### src/rtl/cart_rom_sched.sv
// rtl/cart_rom_sched.sv - arbitrates the shared SDRAM cartridge-ROM read port between the cart mapper and an aux requester
// Cart has priority; aux is forced after STARVE back-to-back cart grants. Reads that never ack return 8'hFF.

module cart_rom_sched #(
  parameter int AW      = 19,
  parameter int TIMEOUT = 15,
  parameter int STARVE  = 4
) (
  input  logic          clk,
  input  logic          reset_n,
  input  logic [AW-1:0] rom_size,
  input  logic          cart_req,
  input  logic [AW-1:0] cart_a,
  output logic [7:0]    cart_do,
  output logic          cart_valid,
  input  logic          aux_req,
  input  logic [AW-1:0] aux_a,
  output logic [7:0]    aux_do,
  output logic          aux_ack,
  output logic          sd_req,
  output logic [AW-1:0] sd_a,
  input  logic          sd_ack,
  input  logic [7:0]    sd_do,
  output logic          busy,
  output logic          timeout_err
);

  localparam int TW = (TIMEOUT < 2) ? 1 : $clog2(TIMEOUT);
  localparam int SW = $clog2(STARVE + 1);
  localparam logic [TW-1:0] TMO_LAST   = TW'(TIMEOUT - 1);
  localparam logic [SW-1:0] STARVE_MAX = SW'(STARVE);
  localparam logic [AW-1:0] ADDR_ONE   = AW'(1);

  typedef enum logic [1:0] {
    S_IDLE,
    S_ARB,
    S_ISSUE,
    S_WAIT
  } state_t;

  state_t          state;
  state_t          state_nxt;

  logic [AW-1:0]   mask;
  logic [AW-1:0]   cart_ma;
  logic [AW-1:0]   aux_ma;

  logic            cart_pend;
  logic [AW-1:0]   cart_pa;
  logic            aux_pend;
  logic [AW-1:0]   aux_pa;

  logic            grant_aux;
  logic [SW-1:0]   starve;
  logic [TW-1:0]   timer;

  logic            pick_cart;
  logic            pick_aux;
  logic            done_ack;
  logic            done_tmo;
  logic            done;
  logic            cart_dup;
  logic [7:0]      rd_data;

  // rom_size of zero wraps to an all-ones mask, which disables masking
  always_comb begin
    mask    = rom_size - ADDR_ONE;
    cart_ma = cart_a & mask;
    aux_ma  = aux_a & mask;
  end

  always_comb begin
    pick_cart = cart_pend && !(aux_pend && (starve >= STARVE_MAX));
    pick_aux  = !pick_cart && aux_pend;
    done_ack  = (state == S_WAIT) && sd_ack;
    done_tmo  = (state == S_WAIT) && !sd_ack && (timer == TMO_LAST);
    done      = done_ack || done_tmo;
    rd_data   = done_ack ? sd_do : 8'hFF;
    // A repeat of the in-flight cart address is redundant unless that read finishes on this very edge
    cart_dup  = (state == S_WAIT) && !grant_aux && (cart_ma == sd_a) && !done;
  end

  always_comb begin
    state_nxt = state;
    sd_req    = 1'b0;
    busy      = (state != S_IDLE);
    case (state)
      S_IDLE: begin
        if (cart_pend || aux_pend) state_nxt = S_ARB;
      end
      S_ARB: begin
        if (pick_cart || pick_aux) state_nxt = S_ISSUE;
        else                       state_nxt = S_IDLE;
      end
      S_ISSUE: begin
        sd_req    = 1'b1;
        state_nxt = S_WAIT;
      end
      S_WAIT: begin
        if (done) state_nxt = S_IDLE;
      end
      default: state_nxt = S_IDLE;
    endcase
  end

  always_ff @(posedge clk or negedge reset_n) begin
    if (!reset_n) state <= S_IDLE;
    else          state <= state_nxt;
  end

  // Request capture overrides the grant-time clear, so a same-edge request is never lost
  always_ff @(posedge clk or negedge reset_n) begin
    if (!reset_n) begin
      cart_pend <= 1'b0;
      cart_pa   <= '0;
      aux_pend  <= 1'b0;
      aux_pa    <= '0;
    end else begin
      if ((state == S_ARB) && pick_cart) cart_pend <= 1'b0;
      if ((state == S_ARB) && pick_aux)  aux_pend  <= 1'b0;
      if (cart_req && !cart_dup) begin
        cart_pend <= 1'b1;
        cart_pa   <= cart_ma;
      end
      if (aux_req) begin
        aux_pend <= 1'b1;
        aux_pa   <= aux_ma;
      end
    end
  end

  always_ff @(posedge clk or negedge reset_n) begin
    if (!reset_n) begin
      grant_aux <= 1'b0;
      sd_a      <= '0;
      starve    <= '0;
    end else if ((state == S_ARB) && (pick_cart || pick_aux)) begin
      grant_aux <= pick_aux;
      sd_a      <= pick_aux ? aux_pa : cart_pa;
      if (pick_aux || !aux_pend)  starve <= '0;
      else if (starve < STARVE_MAX) starve <= starve + SW'(1);
    end
  end

  always_ff @(posedge clk or negedge reset_n) begin
    if (!reset_n) begin
      timer       <= '0;
      cart_do     <= 8'h00;
      cart_valid  <= 1'b0;
      aux_do      <= 8'h00;
      aux_ack     <= 1'b0;
      timeout_err <= 1'b0;
    end else begin
      cart_valid <= 1'b0;
      aux_ack    <= 1'b0;
      if (state == S_ISSUE) timer <= '0;
      if ((state == S_WAIT) && !done) timer <= timer + TW'(1);
      if (done) begin
        if (grant_aux) begin
          aux_do  <= rd_data;
          aux_ack <= 1'b1;
        end else begin
          cart_do    <= rd_data;
          cart_valid <= 1'b1;
        end
      end
      if (done_tmo) timeout_err <= 1'b1;
    end
  end

endmodule

### config.mk
export PLATFORM = sky130hd
export DESIGN_NAME = cart_rom_sched
export DESIGN_NICKNAME = d
export VERILOG_FILES = /design/src/rtl/cart_rom_sched.sv
export SDC_FILE = /design/constraint.sdc
export NUM_CORES = 1
export LEC_CHECK = 0
export CELL_PAD_IN_SITES_DETAIL_PLACEMENT = 1
export CELL_PAD_IN_SITES_GLOBAL_PLACEMENT = 1
export CORE_ASPECT_RATIO = 1.5
export CORE_MARGIN = 1
export CORE_UTILIZATION = 42
export DETAILED_ROUTE_END_ITERATION = 10
export GPL_ROUTABILITY_DRIVEN = 0
export PLACE_DENSITY_LB_ADDON = 0.1
export REMOVE_ABC_BUFFERS = 1
export SLEW_MARGIN = 20
export SYNTH_ARGS = -nofsm -noshare
export SYNTH_HDL_FRONTEND = slang
export SYNTH_SLANG_ARGS = --single-unit
### constraint.sdc
create_clock -name clk -period 3.4 [get_ports clk]
set_input_delay 0.68 -clock clk [delete_from_list [all_inputs] [get_ports clk]]
set_output_delay 0.68 -clock clk [all_outputs]
set_load 0.005 [all_outputs]
==> out/summary.txt <==
Status = complete, no violations
Pwr Total = 5.15 mW
Setup tns final = 0 ns
# fillers = 1414
Worst path depth = 11
Syn-to-layout area delta = 43.2%
Top cell type's share of synthesized area = 0.400
Port Buffers = 109
Mean routed wirelength per cell = 23.3 microns
P_sw = 1.99 mW
Register bit total from synthesis = 88
Most frequent cell after synthesis = dfrtp_1
Mux cell area share after synthesis = 0.0211
Top cells by area, synth = dfrtp_1, o21ai_0, nand3_1
H-Tree Depth = 3
Antenna violations before repair = 1
Count of pins over their slew limit = 0
Syn avg cell area = 8.86 sq um
Grt ovf = 0
Complex-gate fraction of the synthesized area = 0.222
Largest family of logic cells by synthesized area = simple AND/OR/NAND/NOR gates
Layout cells sized above 1 = 0.200
Combinational Power Share = 0.462
Worst slew margin = 0.493
Vias in the first global route = 6173
Die H = 142 microns
CP bufs+invs = 4
Slowest stage cell, crit path = or4_4
Synth Area in XOR/XNOR = 0.0395
Leading area contributor after synthesis = dfrtp_1
Synth top cells by count = dfrtp_1, o21ai_0, nand2_1
Final instance area = 0.00789 sq mm
Setup-failing EPs final = 0
First-pass GRT wire length = 31700 microns
Yosys cell types = 65
DPL Wire Length = 14400 microns
First-pass DRT Iterations = 5
Fmax = 0.299 GHz
Flop pwr share = 0.331
Cts hold-fix bufs = 0
Synth Flop Type = dfrtp_1
Crit-path cells = clkdlybuf4s50_1, buf_4, or4_4, nor4_4, buf_4, mux2i_2, xnor2_1, o2111ai_2, buf_4, o21ai_0, nand3_1
Die ar. = 0.0136 sq mm
Core Region = 0.0126 sq mm
Pin count of the biggest net entering global routing = 56
Post-Route WL = 22100 microns
CTS Buf Count = 9
Synth Area in Adders = 0.00908
All-Layer GR Usage = 0.305
Worst-path clk slew = 0.06 ns
Remaining routing DRC violations = 0
Clock Root Buffer = clkbuf_16
Cell Int Power = 3.17 mW
CP max stage delay = 0.59 ns
Hold WC Path Type = primary input to asynchronous set/reset pin
Clk pwr share = 0.207
Max_cap viols = 0
Initial core utilization = 0.436
1st-iter DRT viols = 343
Vias/cell = 6.31
PwrDens = 653 mW/mm^2
Post-layout minimum cycle time = 3.35 ns
Sequential fraction of the synthesis area = 0.400
CTS tree = yes
Via count = 5966
Yosys warning count = 0
Post-synth ARST share = 1.00
# Post-CTS Setup Buffers = 0
Post-route ant nets = 0
Chip Width = 95.5 microns
Post-synthesis cell area = 0.00551 sq mm
Cell Area, Placed = 0.00724 sq mm
Req. time, crit path = 3.61 ns
CTS max path bufs = 2
Post-Synth Simple-Gate Area = 0.252
Top Ports = 110
Cell Rows = 50
FF-to-FF path depth = 11
Post-synth EDFFs = 0
Post-synthesis cell count = 622
Sw frac = 0.386
Crit path max-delay family = buffers and inverters
WS Path Type = primary input to flop
CP max FO = 9
# clock sinks = 88
Fin crit share = 0.985
Startpoint types = primary input
CP Data Arrival Time = 3.56 ns
Fin nets = 859
Slew at the pin with the worst max-slew slack = 0.760 ns
Static leakage = 3.29 nW
Most used cell, CP = buf_4
IR drop worst, VDD = 302 uV
Hold Violations, Final = 0
Clock Latency Late Sink = 0.35 ns
Setup crit end kind = flop
Clock Skews = 0.00828 ns
==> cell usage in the layout (no fill, tap or decap), types with 14 or more instances in the layout <==
cell and instances:
dfrtp_1 88, nand4_1 23, nor2_1 33, buf_4 78
clkdlybuf4s50_1 102, nand2_1 51, nor3b_1 22, o22a_1 14
nand3_1 40, a21oi_1 26, o21a_1 18, o21ai_0 60
a221oi_2 14, inv_1 24
==> layer usage <==
metal | vias up | share of wire | track usage
li1 | 2623 | - | -
met1 | 2984 | 0.37 | 0.353
met2 | 274 | 0.53 | 0.560
met3 | 85 | 0.051 | 0.0385
met4 | 0 | 0.047 | 0.117
met5 | - | 0 | 0
==> flip-flops by register name, indices dropped and copies added (netlist names), named ones only <==
| name | cells |
|---|---|
| state | 1 |
| aux_pend | 1 |
| cart_pa | 19 |
| aux_do | 8 |
| cart_do | 8 |
| cart_valid | 1 |
| timer | 4 |
| aux_ack | 1 |
| aux_pa | 19 |
| grant_aux | 1 |
| timeout_err | 1 |
| sd_a | 19 |
| cart_pend | 1 |
| starve | 3 |
==> logic make-up (layout without fill, tap and decap cells) <==
logic type / count (synthesis) / in the layout
adders and majority gates: 4 / 4
AOI/OAI and AO/OA: 173 / 173
buffers and inverters: 70 / 236
and+or+nand+nor: 252 / 253
DFF: 88 / 88
xor gates and xnor gates: 24 / 24
other: 0 / 1
muxes: 11 / 11
==> power by group through the flow <==
stage                     logic, mW  clock network, mW  registers [mW]
after floorplan                1.03                  0            1.62
after global placement         2.02                  0            1.66
after detailed placement       2.13                  0            1.69
after CTS                      2.15               1.08            1.68
after global routing           2.57               1.12            1.74
final                          2.38               1.07            1.71
==> path summary, 6_finish.rpt <==
check | slack, ns | endpoint | from
worst max-delay path | 0.05 | cart_pa[12]$_DFFE_PN0P_ | rom_size[3]
worst min-delay path | 0.40 | aux_do[5]$_DFFE_PN0P_ | reset_n
worst max register to register | 0.68 | cart_pa[5]$_DFFE_PN0P_ | timer[0]$_DFFE_PN0P_
worst min register to register | 0.48 | timeout_err$_DFFE_PN0P_ | timeout_err$_DFFE_PN0P_
max in group asynchronous | 2.34 | sd_a[6]$_DFFE_PN0P_ | reset_n
min in group clk | 0.48 | timeout_err$_DFFE_PN0P_ | timeout_err$_DFFE_PN0P_
==> timing repair <==
action | 4_1_cts | 5_1_grt
gates cloned | 0 | 6
resized for setup | 9 | 37
setup endpoints to repair | 20 | 20
pin swaps | 2 | 8
==> cell type report <==
type / instances / area [sq um] / share of cell area
inverter: 26 / 97.6 / 0.0124
clock buffer: 10 / 229 / 0.0290
timing repair buffer: 195 / 1860 / 0.236
clock inverter: 5 / 82.6 / 0.0105
antenna: 1 / 2.50 / 0.000317
tap: 156 / 195 / 0.0247
multi-input combinational: 465 / 3220 / 0.408
sequential: 88 / 2200 / 0.279
==> per-stage QoR <==
step / util / cells / setup slack [ns] / hold WS, ns
finish: 0.624 / 946 / 0.0500 / 0.397
CTS: 0.601 / 939 / 0.00285 / 0.429
floorplan: - / 578 / -0.746 / 0.384
global placement: 0.573 / 924 / -0.432 / 0.454
global route: 0.624 / 946 / -0.0589 / 0.469
detailed placement: 0.573 / 924 / -0.574 / 0.484
No activity file was read; power rests on OpenSTA's default activity.
